==> config.mk <==
export PLATFORM = sky130hd
export DESIGN_NAME = ram_multiport
export DESIGN_NICKNAME = d
export VERILOG_FILES = /design/src/rtl/ram_multiport.sv
export SDC_FILE = /design/constraint.sdc
export NUM_CORES = 1
export LEC_CHECK = 0
export CORE_MARGIN = 2
export CORE_UTILIZATION = 57
export DETAILED_ROUTE_END_ITERATION = 8
export PLACE_DENSITY = 0.87
export SLEW_MARGIN = 20
export SYNTH_ARGS = -nofsm -noshare
export SYNTH_HDL_FRONTEND = slang
export SYNTH_SLANG_ARGS = --single-unit
==> constraint.sdc <==
create_clock -name clk -period 3.6 [get_ports clk]
set_clock_uncertainty 0.05 [all_clocks]
set_input_delay 0.54 -clock clk [delete_from_list [all_inputs] [get_ports clk]]
set_output_delay 0.54 -clock clk [all_outputs]
set_load 0.005 [all_outputs]
==> src/rtl/ram_multiport.sv <==
// Multi-port word RAM: NUM_READ read ports, one functional write port and a debug port pair,
// with optional registered reads, write bypass, conflict flag and post-reset clear sweep.
module ram_multiport #(
    parameter int unsigned WIDTH          = 32,
    parameter int unsigned DEPTH          = 16,
    parameter int unsigned ADDR_WIDTH     = 5,
    parameter int unsigned NUM_READ       = 2,
    parameter int unsigned READ_LATENCY   = 0,
    parameter int unsigned BYPASS         = 1,
    parameter int unsigned CLEAR_ON_RESET = 0
) (
    input  logic                           clk,
    input  logic                           rst,
    input  logic [NUM_READ*ADDR_WIDTH-1:0] raddr,
    output logic [NUM_READ*WIDTH-1:0]      rdata,
    input  logic                           wen,
    input  logic [ADDR_WIDTH-1:0]          waddr,
    input  logic [WIDTH-1:0]               wdata,
    input  logic                           debug_write_en,
    input  logic [ADDR_WIDTH-1:0]          debug_write_addr,
    input  logic [WIDTH-1:0]               debug_write_data,
    input  logic [ADDR_WIDTH-1:0]          debug_addr,
    output logic [WIDTH-1:0]               debug_data,
    output logic                           init_done,
    output logic                           wr_conflict
);

    localparam int unsigned IDX_W = (DEPTH > 1) ? $clog2(DEPTH) : 1;

    typedef enum logic [0:0] {StClear, StRun} state_e;

    state_e           state_q;
    logic [IDX_W-1:0] ptr_q;
    logic             wr_conflict_q;
    logic [WIDTH-1:0] mem [DEPTH];

    logic                  mem_we;
    logic [ADDR_WIDTH-1:0] mem_waddr;
    logic [WIDTH-1:0]      mem_wdata;
    logic                  wr_drop;

    function automatic logic in_range(input logic [ADDR_WIDTH-1:0] a);
        return 32'(a) < DEPTH;
    endfunction

    // Out-of-range addresses read as zero rather than aliasing onto real words.
    function automatic logic [WIDTH-1:0] rd_word(input logic [ADDR_WIDTH-1:0] a);
        if (in_range(a)) begin
            return mem[a[IDX_W-1:0]];
        end
        return '0;
    endfunction

    // Debug writer has priority; a colliding functional write is dropped and flagged.
    always_comb begin
        mem_we    = 1'b0;
        mem_waddr = waddr;
        mem_wdata = wdata;
        wr_drop   = 1'b0;
        if (state_q == StRun) begin
            if (debug_write_en) begin
                mem_we    = in_range(debug_write_addr);
                mem_waddr = debug_write_addr;
                mem_wdata = debug_write_data;
                wr_drop   = wen;
            end else if (wen) begin
                mem_we = in_range(waddr);
            end
        end
    end

    always_ff @(posedge clk or negedge rst) begin
        if (!rst) begin
            state_q       <= (CLEAR_ON_RESET != 0) ? StClear : StRun;
            ptr_q         <= '0;
            wr_conflict_q <= 1'b0;
        end else begin
            wr_conflict_q <= wr_drop;
            if (state_q == StClear) begin
                ptr_q <= ptr_q + 1'b1;
                if (ptr_q == IDX_W'(DEPTH - 1)) begin
                    state_q <= StRun;
                end
            end
        end
    end

    // Array has no reset so preloaded contents survive a reset pulse.
    always_ff @(posedge clk) begin
        if (state_q == StClear) begin
            mem[ptr_q] <= '0;
        end else if (mem_we) begin
            mem[mem_waddr[IDX_W-1:0]] <= mem_wdata;
        end
    end

    assign init_done   = (state_q == StRun);
    assign wr_conflict = wr_conflict_q;
    assign debug_data  = rd_word(debug_addr);

    if (READ_LATENCY == 0) begin : g_comb_read
        always_comb begin
            rdata = '0;
            for (int i = 0; i < int'(NUM_READ); i++) begin
                rdata[i*WIDTH +: WIDTH] = rd_word(raddr[i*ADDR_WIDTH +: ADDR_WIDTH]);
            end
        end
    end else begin : g_reg_read
        logic [NUM_READ*WIDTH-1:0] rdata_q;

        always_ff @(posedge clk or negedge rst) begin
            if (!rst) begin
                rdata_q <= '0;
            end else begin
                for (int i = 0; i < int'(NUM_READ); i++) begin
                    if (state_q == StClear) begin
                        rdata_q[i*WIDTH +: WIDTH] <= '0;
                    end else if ((BYPASS != 0) && mem_we
                                 && (mem_waddr == raddr[i*ADDR_WIDTH +: ADDR_WIDTH])) begin
                        rdata_q[i*WIDTH +: WIDTH] <= mem_wdata;
                    end else begin
                        rdata_q[i*WIDTH +: WIDTH] <= rd_word(raddr[i*ADDR_WIDTH +: ADDR_WIDTH]);
                    end
                end
            end
        end

        assign rdata = rdata_q;
    end

endmodule

# [Yosys cells after proc, flatten, opt, wreduce, memory -nomap -nowiden]
# Memory sizes are Yosys's and may differ from the RTL's.
# Index checks and enable logic that the tools add are counted.
[op_classes] order_cmp=5 n_mux=27 n_addsub=1 n_reduce_logical=1 eq_ne=1
[op_table] op="two-way mux 32 bit" n=9
[op_table] op="OR reduction 32 bit" n=1
[op_table] op="< comparator 5 bit, second input constant" n=5
[op_table] op="two-way mux 1 bit" n=15
[op_table] op="two-way mux 4 bit" n=3
[op_table] op="adder 4 x 1 -> 4 bit, second input constant" n=1
[op_table] op="== test 4 bit, second input constant" n=1
[totals] n_memories=1 ramBits=512 in_bits=93 out_inout_bits=98 regBits=6
[mem_list] name="mem" words=16 width=32 rd=3 rd_clocked_by_memory_dff=0 wr=1 line="35" source="logic [WIDTH-1:0] mem [DEPTH];"

# [Logic depth before layout (Yosys ltp)]
[logic_depth] word_depth=9 depth_mapped=7 depth_no_buf=4

# [Least setup slack after synthesis]
# OpenSTA, ideal clock, no wires.
[synth_path] kind="reg-to-reg" from="register state_q, in the netlist init_done" to="memory mem[0][0] (enable)" stages_incl_launch_ff=7 period_less_slack_ns=3.274 required_ns=3.117 setup_slack_ns=0.326 n_path_buf=2 arrival_ns=2.791 path_cell_list="dfstp_2 -> buf_4 -> nand2_2 -> buf_4 -> nor3_1 -> a31oi_1 -> o22ai_1"
[synth_via] elab_chain_len=6 word_cells_on_any_way=9 classes_between="8 x mux; 1 x reduce/logical"
[synth_rtl] element="from (decl)" line="32" source="state_e state_q;"
[synth_rtl] element="from (signal assigned)" line="74" source="state_q <= (CLEAR_ON_RESET != 0) ? StClear : StRun;"
[synth_rtl] element="from (signal assigned)" line="82" source="state_q <= StRun;"
[synth_rtl] element="two-way mux 1 bit" line="60" source="if (state_q == StRun) begin"
[synth_rtl] element="two-way mux 1 bit" line="92" source="end else if (mem_we) begin"
[synth_rtl] element="two-way mux 1 bit" line="90" source="if (state_q == StClear) begin"
[synth_rtl] element="two-way mux 1 bit (not written as such)" line="93" source="mem[mem_waddr[IDX_W-1:0]] <= mem_wdata;"
[synth_rtl] element="OR reduction 32 bit (no source line)"
[synth_rtl] element="two-way mux 4 bit (no source line) / two-way mux 1 bit (equally long branches)"
[synth_rtl] element="to (decl)" line="35"
# Parallel ways exist; a longest one is shown, timed or not.

# [Worst setup path after layout]
[layout_path] from="input port debug_addr[1]" to="output port debug_data[2]"
[layout_via] elab_chain_len=3 word_cells_on_any_way=5 classes_between="1 x order compare; 3 x mux; 1 x memory"
[layout_rtl] element="from (decl)" line="22" source="input logic [ADDR_WIDTH-1:0] debug_addr,"
[layout_rtl] element="memory (16 x 32 bit) / < comparator 5 bit (equally long branches)"
[layout_rtl] element="two-way mux 32 bit / two-way mux 1 bit (equally long branches)" line="48" source="if (in_range(a)) begin"
[layout_rtl] element="two-way mux 32 bit *" line="51" source="return '0;"
[layout_rtl] element="to (decl)" line="23" source="output logic [WIDTH-1:0] debug_data,"
# Every way passes the cells marked *; elsewhere a longest branch is shown, timed or not. The select of a mux whose other input is x is not followed.

==> results.ini <==
[worst_setup_path]
path_delay_family = buffers and inverters
crit_path_end_kind = output pin
slowest_delay_ps = 610
cp.arrival_ps = 2920
start_kind = input pin
path_max_fanout = 13
cp_slowest_cell = clkdlybuf4s50_1
crit_path_frequent_cell = clkdlybuf4s50_1
cp.required_ps = 3010
path_cells = clkdlybuf4s50_1, and2_2, buf_4, a22oi_1, nand3_1, nand2_1, clkdlybuf4s50_1
critPathKind = in2out
critPathBufInv = 3

[timing]
timing.final.crit_share_pct = 97.4
whs_ps = 133
maxSlewViolCount = 0
timing.final.hold_violations = 0
tns_ps = 0
rsz0062_at_grt = no
finalWorstSetupSlack_ps = 91.9
tightest_slew_ps = 1140
fin_crit_ps = 3510
final-setup-viol-count = 0
fmax_mhz = 285
relSlewSlack_pct = 23.8

[finish]
areaGrowthSynthToFinish_pct = 15.4
antennaDiodeCount = 0
layout.nets = 2570
drive_above_1_share_pct = 9.45
fillers = 3498

[power_and_ir_drop]
finalPower_w = 0.0142
power.density_nw_per_um2 = 410
irDropWorstVdd_mv = 0.398
power_leakage_nw = 14.0

[global_routing]
grt_pass1_wl_um = 143000
grt_remaining_overflow = 0
grt_antenna_before_repair = 0
grt_max_degree = 65
grt_pass1_vias = 23500
grt_use_total_pct = 35.3

[synth]
synth_commonest_cells = mux2i_1 (768), edfxtp_1 (512), a22oi_1 (384)
post-synth-top-count-cell = mux2i_1
yosys_warnings = 0
synthesis.nets = 2429
netlist-cell-type-count = 40
synthFlopType = edfxtp_1
ys_ff_latch = 518
synth_area_leaders = edfxtp_1 (51%), mux2i_1 (26%), a22oi_1 (9.6%)
synth-xor-area-share_pct = 0.0584
synth_adder_area_share_pct = 0.0417
synth-simple-area-share_pct = 6.12
syn_inst = 2335
synth_enable_flop_cells = 512
avgSynthCellArea_um2 = 12.9
synth_compound_area_share_pct = 10.8
async_reset_ff_share_pct = 1.16
synth_top_cell_by_area = edfxtp_1
yosysSeqAreaShare_pct = 51.7
netlist_area_um2 = 30000
synth_top_area_share_pct = 51.2
synth_top_family_by_area = multiplexers
synthMuxAreaShare_pct = 25.7

[route]
drt-total-wl_um = 97800
ant_nets = 0
drc = 0
via_per_inst = 7.30
wire_per_inst_um = 30.5
vias = 23400
drt_iter0_drc = 3416
drtPass1Iterations = 8

[place]
dp_hpwl_um = 54800
preCtsSetupSlack_ps = 214
portBuffers = 190
gp_congestion = 0.909

[die]
start_util_pct = 57.3
die_h_um = 233
die_x_um = 233
io_pins = 191
num_rows = 84
coreArea_um2 = 52300
fp.dieArea_um2 = 54500

[run]
maxCapViolations = 0

[clock_network]
clock_sinks = 518
ctsResizeCount = 0
cts_buffer_depth = 3
post_cts_buffers = 0
path_clk_slew_ps = 60
holdBufCountCts = 0
clk_latency_ps = 610
htree_levels = 2
cts_tree = built
cts-root-buf = clkbuf_16
cts_buffers = 52

[run_status]
outcome = complete, no violations

[worst_hold_path]
min_path_type = in2async

## metrics by stage
| stage | instance area (um^2) | instances | util [%] |
|---|---|---|---|
| 2_1_floorplan | 30000 | 2335 | - |
| 3_3_place_gp | 32800 | 3110 | 62.7 |
| 3_5_place_dp | 32800 | 3110 | 62.7 |
| 4_1_cts | 34600 | 3207 | 66.1 |
| 5_1_grt | 34600 | 3207 | 66.2 |
| 6_report | 34600 | 3207 | 66.2 |
## power breakdown
| part | total, W | switching (W) | internal [W] | leakage, nW |
|---|---|---|---|---|
| clock network | 0.00560 | 0.00243 | 0.00317 | 0.832 |
| registers | 0.00668 | 0.0000102 | 0.00667 | 5.57 |
| logic | 0.00194 | 0.00115 | 0.000791 | 7.63 |
| total | 0.0142 | 0.00358 | 0.0106 | 14.0 |
## per-layer routing
metal	track usage [%]	routed length [um]	part of all wire, %	up-vias
li1	-	-	-	9547
met5	0	0	0	-
met4	22.1	7070	7.2	0
met3	9.50	14000	14	618
met2	55.3	44200	45	2086
met1	43.4	32600	33	11200
## placed cells by master, fill, tap and decap left out, types with 15 or more instances in the layout
cell type	synthesis	final
nand2_1	164	164
edfxtp_1	512	512
buf_4	7	44
clkbuf_16	0	52
a21oi_1	32	15
nand3_1	195	195
a21oi_2	0	17
o22ai_4	0	16
buf_12	8	53
mux2i_1	768	768
a22oi_1	384	384
clkdlybuf4s50_1	0	187
## sequential cells by signal, indices dropped and copies added, names as in the netlist
| signal | flops |
|---|---|
| mem | 512 |
| ptr_q | 4 |
| init_done | 1 |
| wr_conflict | 1 |
## final timing paths
kind | start | endpoint | slack (ps) | cells after the start
max in group asynchronous | rst | init_done | 3080 | 1
worst max register to register | init_done | mem[0][16] | 860 | 5
worst min register to register | ptr_q[0] | ptr_q[0] | 490 | 1
worst max-delay path | debug_addr[1] | debug_data[2] | 90 | 7
worst min-delay path | rst | ptr_q[1] | 130 | 1
min in group clk | ptr_q[0] | ptr_q[0] | 490 | 1
## cell families after synthesis
logic type      count (synthesis)
compound gates                443
xor+xnor                        2
fa+ha+maj                       1
buf+inv                       202
flops                         518
mux                           769
simple gates                  400
## worst register-to-register path, delay by kind of cell (launching register included)
family | cells | cell delay [ps]
buf+inv | 2 | 480
simple gates | 1 | 130
compound gates | 2 | 1150
flops | 1 | 670
## final cells by class
class	instances	area, um^2	area share (%)
clock buffer	58	1320	3.82
clock inverter	39	415	1.20
inverter	2	7.51	0.0217
multi-input combinational	1615	13200	38.1
sequential	518	15500	44.8
tap	688	861	2.48
timing repair buffer	287	3310	9.55
Note: power is estimated with default switching activity, not from simulation.
